--- src/rtl/mem_wb_master_pkg.sv ---
// Shared types and constants for the mem_wb_master block.
//   mem_size_e  : request access size (BYTE / HALF / WORD, 3 reserved)
//   mem_state_e : master FSM state encoding
//   TIMEOUT_CYCLES_DEFAULT : default bus-abort threshold (used only when
//                            MEM_WB_TIMEOUT_EN is defined)
//   is_misaligned() : request check done before any bus cycle is started
package mem_wb_master_pkg;

  localparam int unsigned TIMEOUT_CYCLES_DEFAULT = 256;

  typedef enum logic [1:0] {
    BYTE      = 2'd0,
    HALF      = 2'd1,
    WORD      = 2'd2,
    SIZE_RSVD = 2'd3
  } mem_size_e;

  typedef enum logic [1:0] {
    ST_IDLE = 2'd0,
    ST_BUS  = 2'd1,
    ST_RESP = 2'd2
  } mem_state_e;

  // Reserved size is treated like a misalignment: rejected without a bus cycle.
  function automatic logic is_misaligned(input logic [1:0] size, input logic [1:0] addr_lo);
    case (size)
      2'd0:    is_misaligned = 1'b0;
      2'd1:    is_misaligned = addr_lo[0];
      2'd2:    is_misaligned = (addr_lo != 2'b00);
      default: is_misaligned = 1'b1;
    endcase
  endfunction

endpackage

--- src/rtl/mem_wb_master_lane_align.sv ---
// mem_wb_lane_align: purely combinational lane steering for mem_wb_master.
// Ports:
//   addr_lo     in  2   byte offset within the word
//   size        in  2   access size (mem_size_e)
//   is_unsigned in  1   zero-extend loads instead of sign-extend
//   wdata       in  32  right-aligned store data
//   rdata       in  32  raw Wishbone read word
//   sel         out 4   byte-lane enables
//   wdata_rep   out 32  store data replicated across lanes
//   rdata_ext   out 32  extracted and extended load data
module mem_wb_lane_align
  import mem_wb_master_pkg::*;
(
  input  logic [1:0]  addr_lo,
  input  mem_size_e   size,
  input  logic        is_unsigned,
  input  logic [31:0] wdata,
  input  logic [31:0] rdata,
  output logic [3:0]  sel,
  output logic [31:0] wdata_rep,
  output logic [31:0] rdata_ext
);

  logic [31:0] shifted;

  always_comb begin
    // Move the addressed lane down to bit 0; word accesses have offset 0.
    shifted = rdata >> {addr_lo, 3'b000};
    sel       = 4'b1111;
    wdata_rep = wdata;
    rdata_ext = shifted;
    case (size)
      BYTE: begin
        sel       = 4'b0001 << addr_lo;
        wdata_rep = {4{wdata[7:0]}};
        rdata_ext = is_unsigned ? {24'h0, shifted[7:0]}
                                : {{24{shifted[7]}}, shifted[7:0]};
      end
      HALF: begin
        sel       = 4'b0011 << addr_lo;
        wdata_rep = {2{wdata[15:0]}};
        rdata_ext = is_unsigned ? {16'h0, shifted[15:0]}
                                : {{16{shifted[15]}}, shifted[15:0]};
      end
      default: ;
    endcase
  end

endmodule

--- src/rtl/mem_wb_master.sv ---
// mem_wb_master: turns single load/store requests into Wishbone classic
// cycles and returns a one-cycle response pulse.
// Optional feature: define MEM_WB_TIMEOUT_EN to abort a bus cycle after
// TIMEOUT_CYCLES cycles without ack/err; otherwise the master waits forever.
// Ports:
//   clk_i, rst_ni                 clock, async active-low reset
//   req_*                         request handshake (valid/ready) and fields
//   rsp_valid_o/rdata_o/err_o     response pulse, data, error flag
//   wb_cyc_o..wb_sel_o            Wishbone master outputs
//   wb_dat_i, wb_ack_i, wb_err_i  Wishbone slave return
//
// state   | meaning
// IDLE    | ready for a request
// BUS     | cyc/stb asserted, waiting for ack/err (or timeout)
// RESP    | one-cycle response pulse
module mem_wb_master
  import mem_wb_master_pkg::*;
#(
  parameter int unsigned TIMEOUT_CYCLES = TIMEOUT_CYCLES_DEFAULT
) (
  input  logic        clk_i,
  input  logic        rst_ni,
  input  logic        req_valid_i,
  output logic        req_ready_o,
  input  logic        req_we_i,
  input  logic [31:0] req_addr_i,
  input  logic [31:0] req_wdata_i,
  input  logic [1:0]  req_size_i,
  input  logic        req_unsigned_i,
  output logic        rsp_valid_o,
  output logic [31:0] rsp_rdata_o,
  output logic        rsp_err_o,
  output logic        wb_cyc_o,
  output logic        wb_stb_o,
  output logic        wb_we_o,
  output logic [31:0] wb_adr_o,
  output logic [31:0] wb_dat_o,
  output logic [3:0]  wb_sel_o,
  input  logic [31:0] wb_dat_i,
  input  logic        wb_ack_i,
  input  logic        wb_err_i
);

  mem_state_e  state_q, state_d;
  logic        accept, reject, in_bus, term, tmo_hit;
  logic [31:0] addr_q, wdata_q, rdata_q;
  logic        we_q, uns_q, err_q;
  mem_size_e   size_q;
  logic [3:0]  sel;
  logic [31:0] wdata_rep, rdata_ext;

  assign accept = req_valid_i & (state_q == ST_IDLE);
  assign reject = is_misaligned(req_size_i, req_addr_i[1:0]);
  assign in_bus = (state_q == ST_BUS);
  assign term   = in_bus & (wb_ack_i | wb_err_i);

`ifdef MEM_WB_TIMEOUT_EN
  localparam int CNT_W = $clog2(TIMEOUT_CYCLES + 1);
  logic [CNT_W-1:0] tmo_cnt_q;

  // Counter value equals the number of completed BUS cycles, so the
  // TIMEOUT_CYCLES-th BUS cycle is the last one.
  always_ff @(posedge clk_i or negedge rst_ni) begin
    if (!rst_ni)     tmo_cnt_q <= '0;
    else if (accept) tmo_cnt_q <= '0;
    else if (in_bus) tmo_cnt_q <= tmo_cnt_q + CNT_W'(1);
  end

  assign tmo_hit = in_bus & ~term & (tmo_cnt_q == CNT_W'(TIMEOUT_CYCLES - 1));
`else
  assign tmo_hit = 1'b0;
  // A zero threshold only matters when the timeout is built in.
  if (TIMEOUT_CYCLES == 0) begin : g_tmo_unused
  end
`endif

  always_ff @(posedge clk_i or negedge rst_ni) begin
    if (!rst_ni) state_q <= ST_IDLE;
    else         state_q <= state_d;
  end

  always_comb begin
    state_d = state_q;
    case (state_q)
      ST_IDLE: if (accept) state_d = reject ? ST_RESP : ST_BUS;
      ST_BUS:  if (term || tmo_hit) state_d = ST_RESP;
      ST_RESP: state_d = ST_IDLE;
      default: state_d = ST_IDLE;
    endcase
  end

  always_ff @(posedge clk_i or negedge rst_ni) begin
    if (!rst_ni) begin
      addr_q  <= '0;
      wdata_q <= '0;
      we_q    <= 1'b0;
      uns_q   <= 1'b0;
      size_q  <= BYTE;
      rdata_q <= '0;
      err_q   <= 1'b0;
    end else if (accept) begin
      addr_q  <= req_addr_i;
      wdata_q <= req_wdata_i;
      we_q    <= req_we_i;
      uns_q   <= req_unsigned_i;
      size_q  <= mem_size_e'(req_size_i);
      rdata_q <= '0;
      err_q   <= reject;
    end else if (term) begin
      // err wins over ack; stores and errors return zero data
      rdata_q <= (wb_err_i | we_q) ? 32'h0 : rdata_ext;
      err_q   <= wb_err_i;
    end else if (tmo_hit) begin
      rdata_q <= '0;
      err_q   <= 1'b1;
    end
  end

  mem_wb_lane_align u_align (
    .addr_lo     (addr_q[1:0]),
    .size        (size_q),
    .is_unsigned (uns_q),
    .wdata       (wdata_q),
    .rdata       (wb_dat_i),
    .sel         (sel),
    .wdata_rep   (wdata_rep),
    .rdata_ext   (rdata_ext)
  );

  // Bus and response outputs are gated by state so everything idles at 0.
  always_comb begin
    req_ready_o = (state_q == ST_IDLE);
    wb_cyc_o    = in_bus;
    wb_stb_o    = in_bus;
    wb_we_o     = in_bus & we_q;
    wb_adr_o    = in_bus ? {addr_q[31:2], 2'b00} : 32'h0;
    wb_sel_o    = in_bus ? sel : 4'h0;
    wb_dat_o    = in_bus ? wdata_rep : 32'h0;
    rsp_valid_o = (state_q == ST_RESP);
    rsp_rdata_o = (state_q == ST_RESP) ? rdata_q : 32'h0;
    rsp_err_o   = (state_q == ST_RESP) & err_q;
  end

endmodule

--- config.mk ---
export PLATFORM = sky130hd
export DESIGN_NAME = mem_wb_master
export DESIGN_NICKNAME = d
export VERILOG_FILES = /design/src/rtl/mem_wb_master_pkg.sv /design/src/rtl/mem_wb_master_lane_align.sv /design/src/rtl/mem_wb_master.sv
export SDC_FILE = /design/constraint.sdc
export NUM_CORES = 1
export LEC_CHECK = 0
export ABC_AREA = 1
export BUFFER_PORTS_ARGS = -buffer_cell sky130_fd_sc_hd__buf_4
export CORE_ASPECT_RATIO = 1.25
export CORE_MARGIN = 3
export CORE_UTILIZATION = 45
export DETAILED_ROUTE_END_ITERATION = 8
export GPL_ROUTABILITY_DRIVEN = 1
export GPL_TIMING_DRIVEN = 0
export PLACE_DENSITY = 0.77
export SYNTH_ARGS = -nofsm -noshare
export SYNTH_HDL_FRONTEND = slang
export SYNTH_SLANG_ARGS = --single-unit
export TNS_END_PERCENT = 10
--- constraint.sdc ---
create_clock -name clk_i -period 1.25 [get_ports clk_i]
set_input_delay 0.0625 -clock clk_i [delete_from_list [all_inputs] [get_ports clk_i]]
set_output_delay 0.0625 -clock clk_i [all_outputs]
set_load 0.01 [all_outputs]
# [Word level (Yosys, flattened, before mapping)]
# Index checks and enable logic that the tools add are counted.
[totals] regBits=103 inputBits=105 output_inout_bits=106
[op_classes] n_eq_ne=7 shifts=3 n_mux=19 n_bitwise=6 n_reduce_logical=6
[op_table] cell="$mux 32" count=8
[op_table] cell="$pmux 32 s2" count=2
[op_table] cell="$shr 32x5->32" count=1
[op_table] cell="$pmux 4 s2" count=1
[op_table] cell="$eq 2x1->1 const B" count=3
[op_table] cell="$logic_not 2->1" count=3
[op_table] cell="$mux 2" count=3
[op_table] cell="$and 1x1->1" count=4
[op_table] cell="$eq 2x2->1 const B" count=2
[op_table] cell="$mux 4" count=1
[op_table] cell="$ne 2x1->1 const B" count=2
[op_table] cell="$pmux 2 s2" count=1
[op_table] cell="$reduce_bool 2->1" count=2
[op_table] cell="$shl 1x2->4 const A" count=1
[op_table] cell="$shl 2x2->4 const A" count=1
[op_table] cell="$pmux 1 s3" count=1
[op_table] cell="$mux 1" count=2
[op_table] cell="$or 1x1->1" count=2
[op_table] cell="$reduce_and 2->1" count=1

# [Depth between registers and ports, before layout]
# Gate-level depths: netlist (run 1).
[logic_depth] depth_word=6 mapped_depth=9

# [Cells and area by module]
# A second synthesis (run 1) with hierarchy kept.
[unflattened] hier_cells=897 area_unflattened_um2=6208.5
[by_module_without_submodules] module="mem_wb_master" instances=1 cells_each=646 area_per_inst_um2=5041.1 seq_area_each_um2=2577.5
[by_module_without_submodules] module="mem_wb_lane_align" instances=1 cells_each=251 area_per_inst_um2=1167.4 seq_area_each_um2=0.0

# [Worst setup path after synthesis (run 1)]
# No wires, ideal clock.
[synth_timing] kind="register to register" start="register state_q[0]" end="register wdata_q[2]" arrival_time_ps=1260 required_ps=1167 path_slack_ps=-93 stages_incl_launch_ff=8 path_buffers=2 period_less_slack_ps=1343 cell_sequence="dfrtp_1 > nor2_2 > nand2_4 > inv_4 > buf_4 > buf_4 > nand2_1 > o21ai_0"
[synth_between] elab_chain_cells=2
[synth_lines] item="start, declared" line_no="mem_wb_master.sv:44" source="mem_state_e state_q, state_d;"
[synth_lines] item="start signal, assigned" line_no="mem_wb_master.sv:79" source="else state_q <= state_d;"
[synth_lines] item="$logic_not 2->1"
[synth_lines] item="named net req_ready_o" line_no="mem_wb_master.sv:24" source="output logic req_ready_o,"
[synth_lines] item="$and 1x1->1" line_no="mem_wb_master.sv:52" source="assign accept = req_valid_i & (state_q == ST_IDLE);"
[synth_lines] item="end signal, assigned" line_no="mem_wb_master.sv:103" source="wdata_q <= req_wdata_i;"
[synth_lines] item="end, declared" line_no="mem_wb_master.sv:46" source="logic [31:0] addr_q, wdata_q, rdata_q;"
# The timed path passes the listed nets, and every way through them passes these cells.
# A chain may end at the register's enable or synchronous reset.

# [Worst setup path in the final report (run 1)]
[layout_timing] start="register size_q[1]" end="output wb_dat_o[15]"
[layout_between] elab_chain_cells=3 elab_cells_between_ends=4
[layout_lines] item="start, declared" line_no="mem_wb_master.sv:48" source="mem_size_e size_q;"
[layout_lines] item="start signal, assigned" line_no="mem_wb_master.sv:106" source="size_q <= mem_size_e'(req_size_i);"
[layout_lines] item="$eq 2x1->1 / $logic_not 2->1 (equally long branches)" line_no="mem_wb_master_lane_align.sv:32" source="case (size)"
[layout_lines] item="$pmux 32 s2 (*)" line_no="mem_wb_master_lane_align.sv:32"
[layout_lines] item="$mux 32 (*)" line_no="mem_wb_master.sv:138" source="wb_dat_o = in_bus ? wdata_rep : 32'h0;"
[layout_lines] item="end, declared" line_no="mem_wb_master.sv:37" source="output logic [31:0] wb_dat_o,"
# Every way passes the cells marked *; elsewhere a longest branch is shown, timed or not.

==> metrics.txt, run 1 <==
# TYPE chip_impl_metric gauge
chip_impl_info{name="worst_setup_path_start_kind",value="flop"} 1
chip_impl_metric{name="design_power_total",unit="mW"} 12.9
chip_impl_metric{name="detail_route.wirelength",unit="mm"} 21.4
chip_impl_metric{name="final.min_clock_period",unit="ns"} 1.68
chip_impl_metric{name="drc",unit=""} 0
chip_impl_info{name="run_status",value="complete, but fails checks"} 1
chip_impl_metric{name="wl_per_cell",unit="um"} 16.5
chip_impl_metric{name="syn-cell-area",unit="um^2"} 5620
chip_impl_info{name="synth_top_cell_by_area",value="dfrtp_1"} 1
chip_impl_metric{name="placement.io_buffers",unit=""} 208
chip_impl_metric{name="final.fill_count",unit=""} 840
chip_impl_info{name="cp-startpoint",value="size_q[1]"} 1
chip_impl_metric{name="cts.path.max_buffers",unit=""} 2
chip_impl_metric{name="yosys_register_bits",unit=""} 103
chip_impl_metric{name="global_route_usage_over_all_layers",unit=""} 0.289
chip_impl_metric{name="rows",unit=""} 45
chip_impl_metric{name="globalplace.congestion",unit=""} 0.936
chip_impl_info{name="synth_area_leaders",value="dfrtp_1 46%, nand2_1 18%, nor2_1 7.1%"} 1
chip_impl_metric{name="multi_input_comb_area",unit="um^2"} 2710
chip_impl_info{name="criticalPathCategory",value="flop to output pin"} 1
chip_impl_metric{name="slew-limit-headroom",unit=""} 0.370
chip_impl_metric{name="design.core.area",unit="um^2"} 12200
chip_impl_metric{name="initial_antenna_violation_count",unit=""} 0
chip_impl_metric{name="timing.final.setup_violations",unit=""} 207
chip_impl_metric{name="yosysTopAreaCellShare",unit=""} 0.459
chip_impl_metric{name="overflow",unit=""} 0
chip_impl_info{name="cts_root_buf",value="clkbuf_16"} 1
chip_impl_metric{name="tightest_slew",unit="ns"} 0.945
chip_impl_info{name="tritoncts",value="yes"} 1
chip_impl_metric{name="grt_start_max_net_pins",unit=""} 104
chip_impl_info{name="endpoint_kind",value="output pin"} 1
chip_impl_info{name="regToRegStartpoint",value="size_q[1]"} 1
chip_impl_metric{name="grt_pass1_wl",unit="mm"} 31.5
chip_impl_metric{name="dieWidth",unit="um"} 106
chip_impl_metric{name="vias",unit=""} 6714
chip_impl_metric{name="dr.pass1.iters",unit=""} 6
chip_impl_metric{name="fin_worst_skew",unit="ns"} 0.00799
chip_impl_metric{name="finalHoldViolations",unit=""} 0
chip_impl_metric{name="hold_ws",unit="ns"} 0.0312
chip_impl_metric{name="vias_per_cell",unit=""} 5.18
chip_impl_info{name="final_cell_mix",value="263 x nand2_1, 233 x buf_4, 100 x dfrtp_1"} 1
chip_impl_metric{name="synth_warnings",unit=""} 0
chip_impl_metric{name="antenna_violating_nets_post_route",unit=""} 0
chip_impl_metric{name="clkSlewWorstSetupHoldPaths",unit="ns"} 0.07
chip_impl_metric{name="critPathArrivalTime",unit="ns"} 1.62
chip_impl_metric{name="cap_violations",unit=""} 0
chip_impl_metric{name="post_detail_place_hpwl",unit="mm"} 13.2
chip_impl_metric{name="die_height",unit="um"} 131
chip_impl_metric{name="clk-insertion-delay-late",unit="ns"} 0.35
chip_impl_metric{name="utilization",unit=""} 0.761
chip_impl_metric{name="cts_made_buffers",unit=""} 9
chip_impl_metric{name="critical_path.max_fanout",unit=""} 8
chip_impl_info{name="violated_checks",value="setup timing"} 1
chip_impl_metric{name="worst_slack",unit="ns"} -0.432
chip_impl_info{name="critPathCapture",value="wb_dat_o[15]"} 1
chip_impl_metric{name="cell_area_after_layout",unit="um^2"} 9250
chip_impl_metric{name="netlist_instances",unit=""} 806
chip_impl_metric{name="synthesis.area_per_instance",unit="um^2"} 6.97
chip_impl_info{name="class_of_the_tightest_hold_or_removal_check",value="input port to flop"} 1
chip_impl_info{name="rsz0062_at_grt",value="yes"} 1
chip_impl_metric{name="fp.dieArea",unit="um^2"} 13900
chip_impl_info{name="layout.cells.most_common",value="nand2_1"} 1
chip_impl_metric{name="ff_latch_area",unit="um^2"} 2580
chip_impl_metric{name="worst_ep_required_time",unit="ns"} 1.19
chip_impl_metric{name="detailed_place.area",unit="um^2"} 7430
chip_impl_metric{name="io_pins",unit=""} 211
chip_impl_metric{name="timing.reg2reg.worst_path_depth",unit=""} 9
chip_impl_metric{name="fmaxAchievable",unit="MHz"} 594
chip_impl_info{name="hold_start",value="req_size_i[0]"} 1
chip_impl_metric{name="start_util",unit=""} 0.462
chip_impl_metric{name="finalNetCount",unit=""} 1230
chip_impl_metric{name="slew_viol_final",unit=""} 0
chip_impl_metric{name="first_global_vias",unit=""} 6579
chip_impl_metric{name="power-per-cell-area",unit="nW/um^2"} 1390
chip_impl_metric{name="ff2ff_setup_slack",unit="ns"} -0.29
chip_impl_metric{name="post-route-period-util",unit=""} 1.35
chip_impl_info{name="crit-reg2reg-capture",value="rdata_q[23]"} 1
chip_impl_metric{name="power.ir.vdd_worst",unit="uV"} 1000
chip_impl_metric{name="leakage_component_of_the_power",unit="nW"} 4.80
chip_impl_metric{name="htree_levels",unit=""} 3
chip_impl_metric{name="ys_types",unit=""} 25
chip_impl_metric{name="ys_seq_area_frac",unit=""} 0.459
chip_impl_metric{name="drt_first_iter_violations",unit=""} 385
chip_impl_metric{name="final.setup.tns",unit="ns"} -50.21
chip_impl_metric{name="cts.sinks",unit=""} 103
chip_impl_metric{name="share_of_cells_above_drive_strength_1",unit=""} 0.351
chip_impl_metric{name="layout-area-overhead-vs-synth",unit="%"} 64.7
-- sequential cells by signal, indices dropped and copies added (netlist names) --
| register | flops |
|---|---|
| addr_q | 32 |
| err_q | 1 |
| rdata_q | 32 |
| size_q | 2 |
| state_q | 2 |
| uns_q | 1 |
| wdata_q | 32 |
| we_q | 1 |
-- cells in the mapped netlist --
cell type    n
a21oi_1     33
buf_1        7
buf_2        9
buf_4       12
buf_6        3
clkbuf_1    16
conb_1       1
dfrtp_1    103
inv_1       97
inv_2        6
inv_4        2
nand2_1    270
nand2_2      1
nand2_4      3
nand3_1     21
nand3_2      2
nand3_4      1
nand3b_4     1
nor2_1     107
nor2_2       3
nor2_8       2
nor3_1       2
o21ai_0     67
o21ai_1     29
o22ai_1      8
-- critical path, cell delays in order (launching register included) --
cell and delay [ns]:
dfrtp_1 0.43, clkinv_4 0.16, nand2_8 0.11, clkbuf_16 0.15
o22ai_4 0.07, nor3_2 0.19, buf_4 0.15
-- area by class of cell --
| cell class | count | share of cell area |
|---|---|---|
| Sequential cell | 103 | 0.279 |
| Timing Repair Buffer | 308 | 0.274 |
| Tap cell | 164 | 0.0222 |
| Clock buffer | 11 | 0.0252 |
| Buffer | 46 | 0.0553 |
| Clock inverter | 5 | 0.00446 |
| Antenna cell | 1 | 0.000270 |
| Multi-Input combinational cell | 552 | 0.293 |
| Inverter | 105 | 0.0467 |
-- worst min-delay path by stage --
| stage | end | slack [ns] | cells after the start |
|---|---|---|---|
| after floorplan | addr_q[0] | -0.23 | 0 |
| after global placement | wdata_q[22] | 0.26 | 3 |
| after detailed placement | wdata_q[18] | 0.26 | 3 |
| after CTS | addr_q[0] | 0.02 | 3 |
| after global routing | state_q[0] | 0.04 | 4 |
| final | size_q[0] | 0.03 | 3 |
-- layer usage --
metal	vias to the layer above	wire length, um	part of all wire	GRT usage
met3	92	1680	0.078	0.0634
li1	3102	-	-	-
met2	373	10800	0.51	0.516
met4	0	1050	0.049	0.145
met1	3147	7830	0.37	0.328
met5	-	0	0	0
-- what timing repair did --
action	CTS	global route
hold buffers	65	1
gates cloned	2	0
setup endpoints to repair	204	205
hold endpoints to repair	65	103
gates resized for setup	122	114
buffers inserted	21	11
pin swaps	12	12
-- cells by family (layout without fill, tap and decap cells) --
| logic type | count (synthesis) | count (layout) | share of synthesized area |
|---|---|---|---|
| other cells | 1 | 3 | 0.000668 |
| compound gates | 137 | 137 | 0.124 |
| flops | 103 | 103 | 0.459 |
| simple gates | 413 | 413 | 0.300 |
| buf+inv | 152 | 475 | 0.116 |
-- per-stage QoR --
stage	std cells	setup slack [ns]
after CTS	1283	-0.371
final	1295	-0.432
after global routing	1294	-0.504
after detailed placement	1179	-0.372
after floorplan	807	-0.0166
after global placement	1179	-0.347
-- where the power goes --
| part | leakage, nW | internal, mW | switching (mW) | total [mW] |
|---|---|---|---|---|
| registers | 1.31 | 3.99 | 0.417 | 4.41 |
| clock network | 0.127 | 1.37 | 1.32 | 2.69 |
| logic | 3.36 | 2.47 | 3.31 | 5.77 |
Note: power is estimated with default switching activity, not from simulation.
==> run 2: changes to the inputs <==
--- a/config.mk
+++ b/config.mk
@@ -7,14 +7,16 @@
 export LEC_CHECK = 0
 export ABC_AREA = 1
 export BUFFER_PORTS_ARGS = -buffer_cell sky130_fd_sc_hd__buf_4
+export CAP_MARGIN = 20
 export CORE_ASPECT_RATIO = 1.25
 export CORE_MARGIN = 3
-export CORE_UTILIZATION = 45
+export CORE_UTILIZATION = 46
+export CTS_BUF_LIST = sky130_fd_sc_hd__clkbuf_8
 export DETAILED_ROUTE_END_ITERATION = 8
 export GPL_ROUTABILITY_DRIVEN = 1
 export GPL_TIMING_DRIVEN = 0
-export PLACE_DENSITY = 0.77
+export PLACE_DENSITY = 0.79
 export SYNTH_ARGS = -nofsm -noshare
 export SYNTH_HDL_FRONTEND = slang
 export SYNTH_SLANG_ARGS = --single-unit
-export TNS_END_PERCENT = 10
+export TNS_END_PERCENT = 20
==> run 2 against run 1 <==
The run still ends with setup timing left. Hold slack improved by 0.027 ns. First-iteration DRC count increased by 2.1%. Non-clock buffer count increased by 7. Sequential cell count unchanged. Maximum frequency decreased by 3.7%. Critical endpoint is now wb_dat_o[24]. Wire length increased by 6.4%. Combinational power increased by 2%. Highest routed layer unchanged.
==> metrics.txt, run 2 (synthesized netlist as in run 1, its figures left out) <==
# TYPE chip_impl_metric gauge
chip_impl_metric{name="cts.sinks",unit=""} 103
chip_impl_metric{name="share_of_cells_above_drive_strength_1",unit=""} 0.349
chip_impl_info{name="criticalPathCategory",value="flop to output pin"} 1
chip_impl_metric{name="final.fill_count",unit=""} 779
chip_impl_metric{name="critical_path.max_fanout",unit=""} 6
chip_impl_info{name="endpoint_kind",value="output pin"} 1
chip_impl_info{name="rsz0062_at_grt",value="yes"} 1
chip_impl_metric{name="drt_first_iter_violations",unit=""} 393
chip_impl_metric{name="vias",unit=""} 6756
chip_impl_metric{name="dr.pass1.iters",unit=""} 6
chip_impl_metric{name="worst_ep_required_time",unit="ns"} 1.19
chip_impl_metric{name="drc",unit=""} 0
chip_impl_metric{name="finalHoldViolations",unit=""} 0
chip_impl_metric{name="final.min_clock_period",unit="ns"} 1.75
chip_impl_metric{name="start_util",unit=""} 0.477
chip_impl_metric{name="dieWidth",unit="um"} 105
chip_impl_metric{name="vias_per_cell",unit=""} 5.20
chip_impl_metric{name="detailed_place.area",unit="um^2"} 7450
chip_impl_info{name="tritoncts",value="yes"} 1
chip_impl_metric{name="clkSlewWorstSetupHoldPaths",unit="ns"} 0.11
chip_impl_metric{name="finalNetCount",unit=""} 1237
chip_impl_metric{name="antenna_cells_inserted",unit=""} 0
chip_impl_metric{name="rows",unit=""} 44
chip_impl_metric{name="overflow",unit=""} 0
chip_impl_metric{name="utilization",unit=""} 0.799
chip_impl_metric{name="ff2ff_setup_slack",unit="ns"} -0.35
chip_impl_metric{name="htree_levels",unit=""} 3
chip_impl_info{name="layout.cells.most_common",value="nand2_1"} 1
chip_impl_metric{name="antenna_violating_nets_post_route",unit=""} 0
chip_impl_metric{name="io_pins",unit=""} 211
chip_impl_info{name="worstPathCellList",value="inv_2 > nor2_4 > buf_8 > o21ai_2 > nor2_2 > buf_4"} 1
chip_impl_info{name="cp_slowest_cell",value="dfrtp_2"} 1
chip_impl_metric{name="post-route-period-util",unit=""} 1.40
chip_impl_info{name="worst_setup_path_start_kind",value="flop"} 1
chip_impl_metric{name="leakage_component_of_the_power",unit="nW"} 4.84
chip_impl_metric{name="multi_input_comb_area",unit="um^2"} 2790
chip_impl_metric{name="clk-insertion-delay-late",unit="ns"} 0.40
chip_impl_info{name="run_status",value="complete, but fails checks"} 1
chip_impl_info{name="reg.largest.list",value="addr_q (32), rdata_q (32), wdata_q (32)"} 1
chip_impl_metric{name="critPathArrivalTime",unit="ns"} 1.69
chip_impl_metric{name="slew_viol_final",unit=""} 0
chip_impl_metric{name="tightest_slew",unit="ns"} 0.677
chip_impl_metric{name="global_route_usage_over_all_layers",unit=""} 0.320
chip_impl_metric{name="detail_route.wirelength",unit="mm"} 22.8
chip_impl_metric{name="fin_worst_skew",unit="ns"} 0.0192
chip_impl_metric{name="timing.final.setup_violations",unit=""} 207
chip_impl_metric{name="grt_pass1_wl",unit="mm"} 34.4
chip_impl_metric{name="power-per-cell-area",unit="nW/um^2"} 1330
chip_impl_metric{name="ff_latch_area",unit="um^2"} 2580
chip_impl_info{name="cts_root_buf",value="clkbuf_8"} 1
chip_impl_metric{name="fmaxAchievable",unit="MHz"} 572
chip_impl_metric{name="cap_violations",unit=""} 0
chip_impl_metric{name="layout-area-overhead-vs-synth",unit="%"} 67.6
chip_impl_metric{name="cell_area_after_layout",unit="um^2"} 9410
chip_impl_info{name="final_cell_mix",value="264 x nand2_1, 217 x buf_4, 100 x dfrtp_1"} 1
chip_impl_metric{name="placement.io_buffers",unit=""} 208
chip_impl_metric{name="slew-limit-headroom",unit=""} 0.548
chip_impl_metric{name="fp.dieArea",unit="um^2"} 13600
chip_impl_metric{name="initial_antenna_violation_count",unit=""} 0
chip_impl_metric{name="worst_slack",unit="ns"} -0.498
chip_impl_metric{name="critPathMaxStageDelay",unit="ns"} 0.46
chip_impl_metric{name="die_height",unit="um"} 130
chip_impl_metric{name="first_global_vias",unit=""} 6989
chip_impl_metric{name="globalplace.congestion",unit=""} 0.929
chip_impl_metric{name="wl_per_cell",unit="um"} 17.5
chip_impl_metric{name="post_detail_place_hpwl",unit="mm"} 13.8
chip_impl_info{name="class_of_the_tightest_hold_or_removal_check",value="input port to flop"} 1
chip_impl_metric{name="cts.path.max_buffers",unit=""} 2
chip_impl_info{name="violated_checks",value="setup timing"} 1
chip_impl_metric{name="power.ir.vdd_worst",unit="uV"} 855
chip_impl_metric{name="grt_start_max_net_pins",unit=""} 54
chip_impl_metric{name="cts_made_buffers",unit=""} 9
chip_impl_metric{name="design.core.area",unit="um^2"} 11800
[run 2: changes by cell type in the layout (fill, tap and decap cells not counted), moves of 9 or more]
cell,previous run,this run
buf_4,233,217
buf_6,31,44
clkbuf_16,10,1
nor2_2,29,16
nor2_4,5,25
o21ai_2,13,4
[run 2: critical path: cells and delay by family (launching register included)]
kind / cells / cell delay, ns
DFF: 1 / 0.46
buffers and inverters: 3 / 0.40
and+or+nand+nor: 2 / 0.35
AOI/OAI and AO/OA: 1 / 0.08
[run 2: through the flow]
stage                     worst slack, ns  hold slack (ns)  std cells  total power, mW  TNS (ns)
after global routing               -0.549           0.0702       1298             13.2    -75.11
final                              -0.498           0.0582       1298             12.5    -66.02
after detailed placement           -0.395            0.133       1177             8.52    -38.91
after CTS                          -0.444           0.0586       1285             11.7    -57.22
after floorplan                   -0.0166           -0.233        807             6.93    -0.802
after global placement             -0.414            0.256       1176             8.43    -36.37
[run 2: final cells by class]
type,count,share of cell area
clock inverters,7,0.00837
inverters,105,0.0453
well taps,161,0.0214
repair buffers,314,0.288
flip-flops and latches,103,0.274
plain buffers,47,0.0528
multi-input cells,552,0.297
clock buffers,9,0.0132
[run 2: worst paths after layout]
| path | startpoint | to | cells past startpoint |
|---|---|---|---|
| setup / recovery | state_q[0] | wb_dat_o[24] | 6 |
| hold / removal | req_valid_i | size_q[1] | 4 |
| setup reg to reg | state_q[1] | addr_q[30] | 8 |
| hold reg to reg | rdata_q[19] | rdata_q[19] | 2 |
| max in group asynchronous | rst_ni | state_q[1] | 3 |
| min in group asynchronous | rst_ni | rdata_q[9] | 2 |
[run 2: what timing repair did]
item / CTS / global route
buffers inserted: 18 / 12
gates resized for setup: 176 / 92
setup endpoints to repair: 205 / 207
endpoints found under the hold margin: 119 / 0
gates cloned: 4 / 1
pin swaps: 6 / 6
hold buffers: 70 / 0
[run 2: power by group]
part / internal [mW] / switching [mW] / total (mW)
clock: 0.947 / 1.29 / 2.24
sequential: 3.99 / 0.430 / 4.42
combinational: 2.48 / 3.38 / 5.86
[run 2: routing by layer]
metal / global-route usage / up-vias / wire length [um]
met4: 0.161 / 0 / 1260
met3: 0.0643 / 104 / 1590
li1: - / 3119 / -
met2: 0.584 / 377 / 11900
met5: 0 / - / 0
met1: 0.355 / 3156 / 7990
==> run 3: changes to the inputs <==
--- a/config.mk
+++ b/config.mk
@@ -15,6 +15,7 @@
 export DETAILED_ROUTE_END_ITERATION = 8
 export GPL_ROUTABILITY_DRIVEN = 1
 export GPL_TIMING_DRIVEN = 0
+export HOLD_SLACK_MARGIN = 0.12
 export PLACE_DENSITY = 0.79
 export SYNTH_ARGS = -nofsm -noshare
 export SYNTH_HDL_FRONTEND = slang
==> run 3 against run 2 <==
The run still ends with setup timing left. Sequential power barely moved. Core utilization up 0.93 points. Global-route usage is 0.25 points higher. Largest cell class unchanged. Largest power group unchanged.
==> metrics.txt, run 3 (synthesized netlist as in run 1, its figures left out) <==
# TYPE chip_impl_metric gauge
chip_impl_info{name="run_status",value="complete, but fails checks"} 1
chip_impl_info{name="violated_checks",value="setup timing"} 1
chip_impl_metric{name="post-place-cells",unit=""} 1177
chip_impl_metric{name="antenna_cells_inserted",unit=""} 0
chip_impl_info{name="layout.cells.most_common",value="nand2_1"} 1
chip_impl_metric{name="overflow",unit=""} 0
chip_impl_metric{name="cts.path.max_buffers",unit=""} 2
chip_impl_metric{name="finalHoldViolations",unit=""} 0
chip_impl_metric{name="design.core.area",unit="um^2"} 11800
chip_impl_info{name="worst_setup_path_start_kind",value="flop"} 1
chip_impl_metric{name="clk-insertion-delay-late",unit="ns"} 0.40
chip_impl_metric{name="ff2ff_setup_slack",unit="ns"} -0.34
chip_impl_metric{name="drt_first_iter_violations",unit=""} 486
chip_impl_info{name="criticalPathCategory",value="flop to output pin"} 1
chip_impl_metric{name="fin_worst_skew",unit="ns"} 0.0196
chip_impl_metric{name="multi_input_comb_area",unit="um^2"} 2760
chip_impl_metric{name="detail_route.wirelength",unit="mm"} 23.1
chip_impl_metric{name="initial_antenna_violation_count",unit=""} 0
chip_impl_metric{name="ff_latch_area",unit="um^2"} 2580
chip_impl_metric{name="globalplace.congestion",unit=""} 0.929
chip_impl_metric{name="final.fill_count",unit=""} 758
chip_impl_info{name="hold_end",value="rdata_q[13]"} 1
chip_impl_metric{name="rows",unit=""} 44
chip_impl_metric{name="detailed_place.area",unit="um^2"} 7450
chip_impl_metric{name="htree_levels",unit=""} 3
chip_impl_metric{name="grt.met2_usage",unit=""} 0.591
chip_impl_metric{name="power.ir.vdd_worst",unit="uV"} 942
chip_impl_metric{name="final.min_clock_period",unit="ns"} 1.77
chip_impl_metric{name="cts.sinks",unit=""} 103
chip_impl_metric{name="wl_per_cell",unit="um"} 17.6
chip_impl_metric{name="start_util",unit=""} 0.477
chip_impl_metric{name="placement.io_buffers",unit=""} 208
chip_impl_metric{name="die_height",unit="um"} 130
chip_impl_metric{name="layout-area-overhead-vs-synth",unit="%"} 69.5
chip_impl_metric{name="global_route_usage_over_all_layers",unit=""} 0.322
chip_impl_metric{name="timing.final.setup_violations",unit=""} 207
chip_impl_metric{name="dieWidth",unit="um"} 105
chip_impl_metric{name="fmaxAchievable",unit="MHz"} 564
chip_impl_info{name="gr-max-usage-layer",value="met2"} 1
chip_impl_info{name="rsz0062_at_grt",value="yes"} 1
chip_impl_metric{name="power-per-cell-area",unit="nW/um^2"} 1320
chip_impl_metric{name="cts_made_buffers",unit=""} 9
chip_impl_info{name="reg.largest.list",value="addr_q (32), rdata_q (32), wdata_q (32)"} 1
chip_impl_metric{name="drc",unit=""} 0
chip_impl_metric{name="io_pins",unit=""} 211
chip_impl_info{name="tritoncts",value="yes"} 1
chip_impl_metric{name="finalNonFillerCells",unit=""} 1312
chip_impl_metric{name="post-route-period-util",unit=""} 1.42
chip_impl_metric{name="slew-limit-headroom",unit=""} 0.546
chip_impl_metric{name="first_global_vias",unit=""} 7020
chip_impl_metric{name="tightest_slew",unit="ns"} 0.681
chip_impl_metric{name="cell_area_after_layout",unit="um^2"} 9520
chip_impl_metric{name="timing.reg2reg.worst_path_depth",unit=""} 8
chip_impl_metric{name="dr.pass1.iters",unit=""} 5
chip_impl_metric{name="met3_grt_util",unit=""} 0.0648
chip_impl_info{name="hold_start",value="wb_dat_i[21]"} 1
chip_impl_metric{name="leakage_component_of_the_power",unit="nW"} 4.90
chip_impl_metric{name="cap_violations",unit=""} 0
chip_impl_metric{name="fp.dieArea",unit="um^2"} 13600
chip_impl_metric{name="post_detail_place_hpwl",unit="mm"} 13.8
chip_impl_metric{name="antenna_violating_nets_post_route",unit=""} 0
chip_impl_metric{name="worst_ep_required_time",unit="ns"} 1.19
chip_impl_metric{name="slew_viol_final",unit=""} 0
chip_impl_info{name="class_of_the_tightest_hold_or_removal_check",value="input port to flop"} 1
chip_impl_info{name="crit-reg2reg-capture",value="addr_q[21]"} 1
chip_impl_info{name="regToRegStartpoint",value="state_q[1]"} 1
chip_impl_metric{name="grt_pass1_wl",unit="mm"} 34.7
chip_impl_metric{name="vias",unit=""} 6945
chip_impl_info{name="final_cell_mix",value="263 x nand2_1, 218 x buf_4, 100 x dfrtp_1"} 1
chip_impl_metric{name="clkSlewWorstSetupHoldPaths",unit="ns"} 0.10
chip_impl_metric{name="grt_start_max_net_pins",unit=""} 54
chip_impl_metric{name="share_of_cells_above_drive_strength_1",unit=""} 0.342
chip_impl_metric{name="worst_slack",unit="ns"} -0.524
chip_impl_metric{name="design_power_total",unit="mW"} 12.6
chip_impl_metric{name="groute.layer.met1.usage",unit=""} 0.356
chip_impl_metric{name="vias_per_cell",unit=""} 5.29
chip_impl_metric{name="hold_path_depth",unit=""} 7
chip_impl_metric{name="finalNetCount",unit=""} 1251
chip_impl_metric{name="critPathArrivalTime",unit="ns"} 1.71
chip_impl_info{name="cts_root_buf",value="clkbuf_8"} 1
chip_impl_info{name="endpoint_kind",value="output pin"} 1
chip_impl_metric{name="critical_path.max_fanout",unit=""} 6
run 3: changes by cell type in the layout (fill, tap and decap cells not counted), moves of 3 or more:
cell,before,now
a21oi_1,25,28
a21oi_2,8,5
dlygate4sd3_1,70,82
nor2_1,69,73
nor2_2,16,12
o21ai_0,31,37
o21ai_1,55,50
run 3: layout make-up:
cell class / instances / area share
Timing Repair Buffer: 328 / 0.299
Multi-Input combinational cell: 552 / 0.290
Sequential cell: 103 / 0.271
Buffer: 47 / 0.0523
Inverter: 105 / 0.0448
Tap cell: 161 / 0.0212
Clock buffer: 9 / 0.0130
Clock inverter: 7 / 0.00828
run 3: worst max-delay path by stage:
stage	end	slack [ns]	startpoint	cells after the start
final	wb_dat_o[24]	-0.52	state_q[0]	6
after CTS	wb_dat_o[26]	-0.44	size_q[1]	6
after floorplan	rdata_q[21]	-0.02	addr_q[0]	8
after global placement	wb_dat_o[26]	-0.41	size_q[0]	6
after global routing	wb_dat_o[16]	-0.58	size_q[1]	5
after detailed placement	rsp_rdata_o[17]	-0.39	state_q[1]	6
run 3: worst max-delay path: stages, from the launching register on:
cell and delay, ns:
dfrtp_2 0.46, inv_2 0.07, nor2_4 0.17, buf_8 0.18
o21ai_2 0.07, nor2_1 0.19, buf_4 0.17
run 3: metrics by stage:
step	hold WS (ns)	setup TNS, ns	setup slack (ns)	utilization
after detailed placement	0.133	-38.91	-0.395	0.632
after CTS	0.124	-57.22	-0.444	0.778
final	0.128	-65.32	-0.524	0.808
after floorplan	-0.233	-0.802	-0.0166	-
after global placement	0.256	-36.37	-0.414	0.630
after global routing	0.182	-75.91	-0.581	0.808
run 3: power by group:
group          total (mW)  internal, mW  switching [mW]
clock                2.26         0.948            1.31
sequential           4.42          3.99           0.430
combinational        5.88          2.51            3.37
run 3: what timing repair did:
item,4_1_cts,5_1_grt
pin swaps,6,6
setup buffers,18,14
gates cloned,4,1
resized for setup,176,80
endpoints found under the hold margin,129,0
hold buffers,82,0
setup endpoints to repair,205,207
run 3: layer usage:
metal  share of wire  up-vias  wire length (um)
met1            0.34     3232              7940
met5               0        -                 0
met2            0.52      444             12000
li1                -     3153                 -
met4           0.057        0              1320
met3           0.080      116              1850
